--- config.mk ---
export PLATFORM = sky130hd
export DESIGN_NAME = spi_slave_rx
export DESIGN_NICKNAME = d
export VERILOG_FILES = /design/src/rtl/spi_slave_rx.sv
export SDC_FILE = /design/constraint.sdc
export NUM_CORES = 1
export LEC_CHECK = 0
export ABC_AREA = 1
export BUFFER_PORTS_ARGS = -buffer_cell sky130_fd_sc_hd__buf_2
export CAP_MARGIN = 25
export CORE_MARGIN = 2
export CORE_UTILIZATION = 49
export DETAILED_ROUTE_END_ITERATION = 10
export HOLD_SLACK_MARGIN = 0.03
export PLACE_DENSITY_LB_ADDON = 0.05
export SYNTH_ARGS = -nofsm -noshare
export SYNTH_HDL_FRONTEND = slang
export SYNTH_SLANG_ARGS = --single-unit
--- constraint.sdc ---
create_clock -name clk -period 1.1 [get_ports clk]
set_clock_uncertainty 0.1 [all_clocks]
set_input_delay 0.33 -clock clk [delete_from_list [all_inputs] [get_ports clk]]
set_output_delay 0.33 -clock clk [all_outputs]
set_load 0.02 [all_outputs]
--- src/rtl/spi_slave_rx.sv ---
// SPI slave receiver: LSB-first DATA_W-bit frames, oversampled in the clk domain.
// Define SPI_SLV_SYNC_EN for 2-flop input synchronizers; otherwise one register stage per input.
module spi_slave_rx #(
  parameter int DATA_W = 12
) (
  input  logic              clk,
  input  logic              rst,
  input  logic              sclk,
  input  logic              cs,
  input  logic              mosi,
  output logic [DATA_W-1:0] dout,
  output logic              done,
  output logic              err
);

  localparam int CNT_W = $clog2(DATA_W + 1);
  localparam logic [CNT_W-1:0] LAST_BIT = CNT_W'(DATA_W - 1);

  localparam logic [1:0] IDLE    = 2'd0;
  localparam logic [1:0] SHIFT   = 2'd1;
  localparam logic [1:0] HOLD    = 2'd2;
  localparam logic [1:0] WAIT_CS = 2'd3;

  logic              sclk_s, cs_s, mosi_s, ready_s, rise_s;
  logic              sclk_prev_r;
  logic [1:0]        state_r, state_nxt_s;
  logic [CNT_W-1:0]  cnt_r, cnt_nxt_s;
  logic [DATA_W-1:0] shift_r, shift_nxt_s, bit_s;
  logic [DATA_W-1:0] dout_r, dout_nxt_s;
  logic              done_r, done_nxt_s, err_r, err_nxt_s;

  // ready_s marks that the input stage holds real samples rather than reset values,
  // so a cs line still low across reset is not mistaken for a fresh frame start.
`ifdef SPI_SLV_SYNC_EN
  logic [1:0] sclk_q_r, cs_q_r, mosi_q_r, primed_r;

  // Two-flop synchronizers for the master-domain inputs
  always_ff @(posedge clk) begin
    if (rst) begin
      sclk_q_r <= 2'b00;
      cs_q_r   <= 2'b11;
      mosi_q_r <= 2'b00;
      primed_r <= 2'b00;
    end else begin
      sclk_q_r <= {sclk_q_r[0], sclk};
      cs_q_r   <= {cs_q_r[0], cs};
      mosi_q_r <= {mosi_q_r[0], mosi};
      primed_r <= {primed_r[0], 1'b1};
    end
  end

  assign sclk_s  = sclk_q_r[1];
  assign cs_s    = cs_q_r[1];
  assign mosi_s  = mosi_q_r[1];
  assign ready_s = primed_r[1];
`else
  logic sclk_q_r, cs_q_r, mosi_q_r, primed_r;

  // Single register stage for the master-domain inputs
  always_ff @(posedge clk) begin
    if (rst) begin
      sclk_q_r <= 1'b0;
      cs_q_r   <= 1'b1;
      mosi_q_r <= 1'b0;
      primed_r <= 1'b0;
    end else begin
      sclk_q_r <= sclk;
      cs_q_r   <= cs;
      mosi_q_r <= mosi;
      primed_r <= 1'b1;
    end
  end

  assign sclk_s  = sclk_q_r;
  assign cs_s    = cs_q_r;
  assign mosi_s  = mosi_q_r;
  assign ready_s = primed_r;
`endif

  assign rise_s = sclk_s & ~sclk_prev_r;
  assign bit_s  = {{(DATA_W-1){1'b0}}, mosi_s} << cnt_r;

  // Next-state and output decode for the frame FSM
  always_comb begin
    state_nxt_s = state_r;
    cnt_nxt_s   = cnt_r;
    shift_nxt_s = shift_r;
    dout_nxt_s  = dout_r;
    done_nxt_s  = 1'b0;
    err_nxt_s   = 1'b0;
    case (state_r)
      IDLE: begin
        if (!cs_s) begin
          state_nxt_s = SHIFT;
          cnt_nxt_s   = {CNT_W{1'b0}};
          shift_nxt_s = {DATA_W{1'b0}};
        end else begin
          state_nxt_s = IDLE;
        end
      end
      SHIFT: begin
        if (rise_s) begin
          shift_nxt_s = shift_r | bit_s;
          cnt_nxt_s   = cnt_r + CNT_W'(1);
        end else begin
          shift_nxt_s = shift_r;
        end
        // The final edge wins over a simultaneous cs release.
        if (rise_s && (cnt_r == LAST_BIT)) begin
          state_nxt_s = HOLD;
        end else if (cs_s) begin
          err_nxt_s   = 1'b1;
          state_nxt_s = IDLE;
        end else begin
          state_nxt_s = SHIFT;
        end
      end
      HOLD: begin
        dout_nxt_s  = shift_r;
        done_nxt_s  = 1'b1;
        state_nxt_s = WAIT_CS;
      end
      WAIT_CS: begin
        if (cs_s && ready_s) begin
          state_nxt_s = IDLE;
        end else begin
          state_nxt_s = WAIT_CS;
        end
      end
      default: begin
        state_nxt_s = WAIT_CS;
      end
    endcase
  end

  // State, datapath and registered outputs
  always_ff @(posedge clk) begin
    if (rst) begin
      state_r     <= WAIT_CS;
      cnt_r       <= {CNT_W{1'b0}};
      shift_r     <= {DATA_W{1'b0}};
      dout_r      <= {DATA_W{1'b0}};
      done_r      <= 1'b0;
      err_r       <= 1'b0;
      sclk_prev_r <= 1'b0;
    end else begin
      state_r     <= state_nxt_s;
      cnt_r       <= cnt_nxt_s;
      shift_r     <= shift_nxt_s;
      dout_r      <= dout_nxt_s;
      done_r      <= done_nxt_s;
      err_r       <= err_nxt_s;
      sclk_prev_r <= sclk_s;
    end
  end

  assign dout = dout_r;
  assign done = done_r;
  assign err  = err_r;

endmodule

[Yosys cells after proc, flatten, opt, wreduce, memory -nomap -nowiden]
Cells that the tools add are included.
Storage, ports and cells
  register bits: 37
  bits of input ports: 5
  output and inout bits: 14
  logic and storage cells: 42
Operators by class
  add/subtract/negate cells: 1
  equal/unequal tests: 6
  shifts and indexed selects: 1
  muxes and demuxes: 13
  bitwise operators: 4
  reductions and logical operators: 6
Operators by type and width (count)
  two-way mux 12 bit: 2
  one-hot mux 12 bit (2 select lines): 1
  OR 12 bit: 1
  left shift 1 x 4 -> 12 bit: 1
  two-way mux 4 bit: 2
  one-hot mux 2 bit (4 select lines): 1
  one-hot mux 4 bit (2 select lines): 1
  adder 4 x 1 -> 4 bit, second input constant: 1
  == test 2 bit, second input constant: 2
  == test 4 bit, second input constant: 1
  two-way mux 1 bit: 4
  two-way mux 2 bit: 2
  inequality test 2 bit, second input constant: 2
  AND reduction 3 bit: 1
  OR reduction 3 bit: 1
  == test 2 x 1 -> 1 bit, second input constant: 1
  logical AND 1 bit: 2
  logical NOT 2 bit: 1
  NOT 1 bit: 2
  nonzero test 2 bit: 1
  bitwise AND 1 bit: 1

[Logic depth before layout (Yosys ltp)]
Gate-level depths: netlist of run 1.
  word-level depth: 5
  gate-level depth with buffers: 8
  mapped depth without buffers: 8

[Worst setup path before layout of run 1]
OpenSTA, ideal clock, no wires.
  path kind: register to register
  start: register state_r[0]
  end: register shift_r[11]
  setup time: 0.070 ns
  data arrival time: 0.999 ns
  required time: 0.930 ns
  setup slack: -0.069 ns
  stages on the path, launching flop included: 8
  buffers on the path: 1
  clock period less this slack: 1.169 ns
  path through: dfxtp_1 > inv_2 > nor2_4 > nand2_4 > nand2_4 > buf_6 > nand3_1 > a21oi_1
On the way
  cells in the longest elaborated chain, start to end: 3
  elaborated cells on any way between the ends: 7
  those cells by class: eq/ne: 3; mux: 1; reduce/logical: 3
RTL lines
  start: declaration: RTL line 26  | logic [1:0] state_r, state_nxt_s;
  start signal: assignment: RTL line 147  | state_r <= state_nxt_s;
  == test 2 x 1 -> 1 bit or logical NOT 2 bit (tied branches): RTL line 91  | case (state_r)
  inequality test 2 bit (no source line) or nonzero test 2 bit (tied branches)
  AND reduction 3 bit (no source line)
  end signal: assignment: RTL line 141  | shift_r <= {DATA_W{1'b0}};
  end signal: assignment: RTL line 149  | shift_r <= shift_nxt_s;
  end: declaration: RTL line 28  | logic [DATA_W-1:0] shift_r, shift_nxt_s, bit_s;
Several ways; a longest one is shown, not always the timed one.
A chain may end at the register's enable or synchronous reset.

[Worst setup path in the final report of run 1]
  start: register dout_r[11], in the netlist dout[11]
  end: output port dout[11]
RTL lines
  start: declaration: RTL line 29  | logic [DATA_W-1:0] dout_r, dout_nxt_s;
  start signal: assignment: RTL line 142  | dout_r <= {DATA_W{1'b0}};
  start signal: assignment: RTL line 150  | dout_r <= dout_nxt_s;
  end: declaration: RTL line 11  | output logic [DATA_W-1:0] dout,
No word-level cell between the ends.

==> results of run 1 <==
## cells in the mapped netlist
cell type	number	area share (%)
inv_1	20	5.4
nand3_1	22	8.0
inv_2	1	0.27
ha_1	1	0.91
nor3_1	2	0.73
xor2_1	1	0.64
buf_2	6	2.2
a21oi_1	25	9.1
nor2_1	28	7.6
nand2_4	2	1.6
dfxtp_1	37	54
nor2_4	1	0.82
o21ai_0	13	4.7
or2_2	1	0.45
buf_6	1	0.82
nand2_2	1	0.45
nand2_1	9	2.5
## timing repair
action	in CTS	in global routing
cloned	2	2
resized for setup	98	28
setup endpoints to repair	40	45
setup buffers	0	1
pin swaps	19	19
## power breakdown
part	switching [uW]	leakage, uW	internal, uW	total, uW
Sequential	49.5	0.000311	1400	1450
Combinational	223	0.000502	211	434
Clock	434	0.0000455	542	976
## sequential cells by signal (all words and copies together), names as in the netlist
register,cells
err,1
done,1
sclk_prev_r,1
mosi_q_r,1
dout,12
sclk_q_r,1
shift_r,12
primed_r,1
cs_q_r,1
cnt_r,4
state_r,2
## cells by family (layout without fill, tap and decap cells)
kind of cell,count (synthesis),in the layout,share of synthesized area [%]
compound gates,38,38,13.8
xor+xnor,1,1,0.636
fa+ha+maj,1,1,0.908
buf+inv,28,71,8.72
flops,37,37,53.8
simple gates,66,68,22.2
## area by class of cell
cell class	count	area (um2)
multi-input cells	108	786
flip-flops and latches	37	781
fillers	168	504
repair buffers	42	429
inverters	21	86.3
clock buffers	7	55.1
well taps	31	38.8
clock inverters	1	30.0
## stage by stage
stage | setup TNS [ns] | total power, uW | hold slack, ns | instances | area [um2]
after floorplan | -0.293 | 1640 | 0.329 | 171 | 1390
after global placement | -0.326 | 1760 | 0.339 | 234 | 1660
after detailed placement | -0.653 | 1770 | 0.349 | 234 | 1660
after CTS | -2.51 | 2830 | 0.0489 | 244 | 2050
after global routing | -5.69 | 2970 | 0.0618 | 247 | 2210
final | -3.30 | 2860 | 0.0495 | 247 | 2210
## worst max path at each step
| stage | from | endpoint | slack [ns] | cells past startpoint |
|---|---|---|---|---|
| after CTS | dout[9] | dout[9] | -0.15 | 1 |
| after detailed placement | cnt_r[1] | state_r[0] | -0.09 | 4 |
| after global placement | sclk_q_r | shift_r[11] | -0.04 | 6 |
| after floorplan | state_r[1] | shift_r[11] | -0.05 | 6 |
| after global routing | state_r[0] | shift_r[11] | -0.18 | 6 |
| final | dout[11] | dout[11] | -0.16 | 1 |
## per-layer routing
layer	track usage, %	part of all wire [%]	vias to the layer above
li1	-	-	651
met1	27.8	41	606
met2	36.6	49	43
met3	6.80	4.5	19
met4	12.6	4.7	0
met5	0	0	-
==> reports/qor.csv, run 1 <==
stage,metric,value,unit
floorplanning,rows,19,
sta,rsz0062_at_grt,true,
drt,wire_per_inst,15.7,um
clocking,clk_latency,0.35,ns
sta,worst_slew_pin_slew,0.231,ns
placed_design,dp_hpwl,2.00,mm
placed_design,numPortBuffers,18,
clocking,cts_buffer_depth,2,
synthesis,yosys_register_bits,37,
setup_path,ff2ff_setup_slack,-0.13,ns
sta,relSlewSlack,84.5,%
placed_design,dp_slack,-0.0855,ns
drt,wl,3.88,mm
global_routing,grt_max_degree,21,
layout,utilization,81.4,%
setup_path,path_cells,buf_6,
sta,setup_viol,39,
clocking,cts_hold_buf,0,
layout,final_common_cell,nor2_1,
setup_path,end_kind,primary output,
sta,worst_slack,-0.164,ns
global_routing,grt_pass1_vias,1297,
clocking,cts_max_level,2,
sta,fmax,0.791,GHz
sta,slew_violations,0,
sta,fin_crit,1.26,ns
synthesis,netlist_instances,171,
setup_path,slowest_stage,dfxtp_2,
floorplanning,core,2710,um2
layout,drive_gt1_share,58.3,%
layout,area_growth_syn_to_layout,60.1,%
min_path,worstHoldEndpoint,cs_q_r,
min_path,min_path_cells,2,
setup_path,r2r_cells,6,
flow_run,drv_cap,0,
global_routing,overflow,0,
clocking,cts_sinks,37,
synthesis,yosysSeqAreaShare,53.8,%
floorplanning,start_util,50.8,%
power_and_ir_drop,p_leak,0.000858,uW
setup_path,cp.buffers_inverters,1,
floorplanning,die_x,57.0,um
min_path,worstHoldStart,cs,
run_status,violations,setup timing,
drt,via_count,1319,
global_routing,grt_pass1_wl,5.73,mm
synthesis,yosysUniqueCellTypes,17,
power_and_ir_drop,ir_drop,0.00145,V
floorplanning,die_h,57.0,um
synthesis,yosys_warnings,0,
setup_path,cp_max_fo,2,
placed_design,gp_congestion,0.866,
drt,drt_iter0_markers,47,
clocking,root_buffer,clkbuf_4,
global_routing,antenna_found_initial,0,
setup_path,critPathMaxStageDelay,0.36,ns
clocking,numCtsBuffers,5,
layout,fin_nets,221,
clocking,clk_pin_slew,0.10,ns
power_and_ir_drop,p_per_area,1300,nW/um2
setup_path,r2r_end,shift_r[11],
run_status,outcome,finished with violations,
setup_path,rr_startpoint,state_r[0],
min_path,hold_path_class,in -> reg,
sta,finalHoldViolations,0,
sta,finalCritPeriodShare,115,%
layout,final_cell_mix,"20 x nor2_1, 17 x dfxtp_2, 17 x buf_6, 17 x buf_4, 16 x inv_1",
drt,firstDrtPassIters,4,
global_routing,grt_util_all_layers,23.0,%
setup_path,crit_family,flip-flops,
setup_path,cp_data_arrival_time,0.83,ns
drt,postRouteAntennaNets,0,
synthesis,syn_nets,177,
synthesis,syn_avg_cell_area,8.06,um2
floorplanning,die_area,3250,um2
drt,vias_per_cell,5.34,
setup_path,worstPathRequired,0.67,ns
drt,drc,0,
synthesis,netlist_area,1380,um2
setup_path,worstSetupPathType,reg -> out,
floorplanning,ios,19,
setup_path,crit_path_start_kind,register,
clocking,cts_tree,done,
layout,antenna_cells,0,
(Power assumes the default switching activity.)
==> run 2, diff against run 1 <==
--- a/config.mk
+++ b/config.mk
@@ -5,11 +5,10 @@
 export SDC_FILE = /design/constraint.sdc
 export NUM_CORES = 1
 export LEC_CHECK = 0
-export ABC_AREA = 1
 export BUFFER_PORTS_ARGS = -buffer_cell sky130_fd_sc_hd__buf_2
 export CAP_MARGIN = 25
 export CORE_MARGIN = 2
-export CORE_UTILIZATION = 49
+export CORE_UTILIZATION = 50
 export DETAILED_ROUTE_END_ITERATION = 10
 export HOLD_SLACK_MARGIN = 0.03
 export PLACE_DENSITY_LB_ADDON = 0.05
==> reports/qor.csv, run 2 <==
stage,metric,value,unit,change
global_routing,grt_max_degree,22,,was 21
floorplanning,ios,19,,unchanged
synthesis,yosys_warnings,0,,unchanged
drt,wl,3.52,mm,was 3.88 mm
synthesis,synthTopCellsByCount,"37 x dfxtp_1, 29 x nand2_1, 15 x a21oi_1",,"was 37 x dfxtp_1, 28 x nor2_1, 25 x a21oi_1"
setup_path,crit_path_start_kind,register,,unchanged
sta,fmax,0.728,GHz,was 0.791 GHz
power_and_ir_drop,p_switching,670,uW,was 706 uW
synthesis,yosysSeqAreaShare,50.9,%,was 53.8%
layout,n_fill_cell,186,,was 168
clocking,root_buffer,clkbuf_4,,unchanged
synthesis,synth_top_area_share,50.9,%,was 53.8%
setup_path,path_cells,"buf_6, nor2b_4, nand3b_1, buf_4, nor3_2, o21a_1",,was buf_6
floorplanning,start_util,52.8,%,was 50.8%
drt,postRouteAntennaNets,0,,unchanged
sta,finalHoldViolations,0,,unchanged
floorplanning,die_h,57.9,um,was 57.0 um
power_and_ir_drop,p_sw_share,26.6,%,was 24.7%
power_and_ir_drop,power,2520,uW,was 2860 uW
clocking,clk_latency,0.34,ns,was 0.35 ns
run_status,violations,setup timing,,unchanged
global_routing,grt_pass1_wl,5.38,mm,was 5.73 mm
drt,wire_per_inst,15.1,um,was 15.7 um
power_and_ir_drop,p_per_area,1190,nW/um2,was 1300 nW/um2
synthesis,netlist_instances,159,,was 171
clocking,cts_tree,done,,unchanged
global_routing,grt_pass1_vias,1224,,was 1297
synthesis,synth_largest_area_cell,dfxtp_1,,unchanged
clocking,clk_pin_slew,0.11,ns,was 0.10 ns
sta,finalCritPeriodShare,125,%,was 115%
setup_path,worstSetupPathType,reg -> reg,,was reg -> out
drt,drt_iter0_markers,21,,was 47
synthesis,async_flop_share,0,%,unchanged
synthesis,yosys_register_bits,37,,unchanged
sta,slew_violations,0,,unchanged
layout,area_growth_syn_to_layout,45.3,%,was 60.1%
clocking,numCtsBuffers,5,,unchanged
synthesis,syn_nets,165,,was 177
synthesis,synth-edff-count,0,,unchanged
floorplanning,die_area,3360,um2,was 3250 um2
layout,utilization,76.7,%,was 81.4%
power_and_ir_drop,p_int,1850,uW,was 2150 uW
global_routing,grt_util_all_layers,21.6,%,was 23.0%
layout,final_cells,233,,was 247
synthesis,synth-main-ff-cell,dfxtp_1,,unchanged
global_routing,antenna_found_initial,0,,unchanged
run_status,outcome,finished with violations,,unchanged
floorplanning,core,2760,um2,was 2710 um2
sta,rsz0062_at_grt,true,,unchanged
setup_path,cp_max_fo,4,,was 2
layout,fin_nets,207,,was 221
drt,drc,0,,unchanged
layout,multi_input_area,837,um2,was 786 um2
power_and_ir_drop,power.share.sequential,55.2,%,was 50.7%
layout,final_common_cell,nand2_1,,was nor2_1
placed_design,dp_slack,-0.289,ns,was -0.0855 ns
placed_design,post_dp_cell_area,1680,um2,was 1660 um2
synthesis,synth_area_leaders,"dfxtp_1 51%, nand2_1 7.5%, a21oi_1 5.2%, o21a_1 3.6%, nor2b_1 2.6%",,"was dfxtp_1 54%, a21oi_1 9.1%, nand3_1 8.0%, nor2_1 7.6%, inv_1 5.4%"
synthesis,yosysMostFrequentCell,dfxtp_1,,unchanged
global_routing,overflow,0,,unchanged
placed_design,gp_congestion,0.822,,was 0.866
clocking,cts_buffer_depth,2,,unchanged
setup_path,cp_data_arrival_time,1.57,ns,was 0.83 ns
sta,worst_slack,-0.273,ns,was -0.164 ns
placed_design,dpl.cell_count,216,,was 234
power_and_ir_drop,combPwrFrac,14.2,%,was 15.2%
setup_path,slowest_stage,dfxtp_4,,was dfxtp_2
sta,relSlewSlack,81.7,%,was 84.5%
setup_path,critPathMaxStageDelay,0.38,ns,was 0.36 ns
flow_run,drv_cap,0,,unchanged
layout,seqCellArea,774,um2,was 781 um2
drt,firstDrtPassIters,4,,unchanged
synthesis,netlist_area,1460,um2,was 1380 um2
clocking,cts_sinks,37,,unchanged
min_path,hold_path_class,in -> reg,,unchanged
setup_path,end_kind,register,,was primary output
setup_path,worstPathRequired,1.30,ns,was 0.67 ns
clocking,cts_max_level,2,,unchanged
placed_design,dp_hpwl,2.05,mm,was 2.00 mm
layout,final_area,2110,um2,was 2210 um2
power_and_ir_drop,clockPowerShare,30.6,%,was 34.1%
placed_design,numPortBuffers,18,,unchanged
floorplanning,rows,19,,unchanged
sta,worst_slew_pin_slew,0.274,ns,was 0.231 ns
synthesis,syn_avg_cell_area,9.15,um2,was 8.06 um2
sta,fin_crit,1.37,ns,was 1.26 ns
power_and_ir_drop,ir_drop,0.00116,V,was 0.00145 V
layout,final_cell_mix,"25 x nand2_1, 20 x buf_4, 20 x buf_6",,"was 20 x nor2_1, 17 x dfxtp_2, 17 x buf_6, 17 x buf_4, 16 x inv_1"
layout,antenna_cells,0,,unchanged
floorplanning,die_x,57.9,um,was 57.0 um
power_and_ir_drop,p_leak,0.000804,uW,was 0.000858 uW
drt,via_count,1258,,was 1319
sta,setup_viol,45,,was 39
synthesis,yosysUniqueCellTypes,36,,was 17
drt,vias_per_cell,5.40,,was 5.34
layout,drive_gt1_share,55.4,%,was 58.3%
==> run 2: cell count changes in the layout (fill, tap and decap cells not counted), moves of 5 or more <==
cell	change
nor2_1	-13
inv_1	-15
o21a_1	+6
nand2_1	+20
nor2b_1	+5
a21oi_2	-8
nand3_2	-9
o21ai_1	-8
==> run 2: power groups by stage <==
stage               Combinational, uW  Clock [uW]  Sequential, uW
finish                            359         772            1390
CTS                               267         795            1390
global placement                  226           0            1420
global route                      387         853            1390
floorplan                         160           0            1420
detailed placement                235           0            1420
==> run 2: kinds of logic (layout without fill, tap and decap cells) <==
kind of cell	Yosys count	count (layout)	synth area share (%)
and+or+nand+nor	72	73	26.2
DFF	37	37	50.9
AOI/OAI and AO/OA	35	35	15.6
buffers and inverters	11	53	4.47
xor gates and xnor gates	2	2	1.20
adders and majority gates	1	1	0.860
muxes	1	1	0.774
==> run 2: cell type report <==
class                           count  area share [%]
Multi-Input combinational cell    112            39.6
Sequential cell                    37            36.6
Timing Repair Buffer               44            18.7
Clock buffer                        6            2.43
Tap cell                           31            1.83
Clock inverter                      2           0.651
Inverter                            1           0.178
==> run 2: path summary, 6_finish.rpt <==
path / from / end / slack [ns] / cells after the start
max: state_r[1] / shift_r[6] / -0.27 / 6
min: cs / cs_q_r / 0.06 / 2
max reg2reg: state_r[1] / shift_r[6] / -0.27 / 6
min reg2reg: shift_r[7] / dout[7] / 0.36 / 2
==> run 2: per-layer routing <==
| layer | vias up | GRT usage [%] | share of wire (%) |
|---|---|---|---|
| met1 | 607 | 23.0 | 41 |
| met2 | 18 | 39.4 | 55 |
| met5 | - | 0 | 0 |
| met4 | 0 | 9.97 | 1.6 |
| li1 | 626 | - | - |
| met3 | 7 | 5.58 | 2.3 |
==> run 2: per-stage QoR <==
| step | hold slack [ns] | setup TNS (ns) |
|---|---|---|
| 2_1_floorplan | 0.302 | -2.56 |
| 3_3_place_gp | 0.339 | -5.88 |
| 3_5_place_dp | 0.344 | -6.75 |
| 4_1_cts | 0.0405 | -6.39 |
| 5_1_grt | 0.0417 | -8.58 |
| 6_report | 0.0558 | -6.29 |
==> run 2: worst max-delay path: cells and delay by family, from the launching register on <==
family,cells,cell delay [ns]
compound gates,1,0.13
buf+inv,2,0.31
flops,1,0.38
simple gates,3,0.40
==> run 2: repair_timing <==
item                       in CTS  in global routing
gates resized for setup        65                 29
cloned                          1                  1
hold buffers                    0                  0
setup endpoints to repair      45                 46
setup buffers                   0                  7
pin swaps                      13                 10
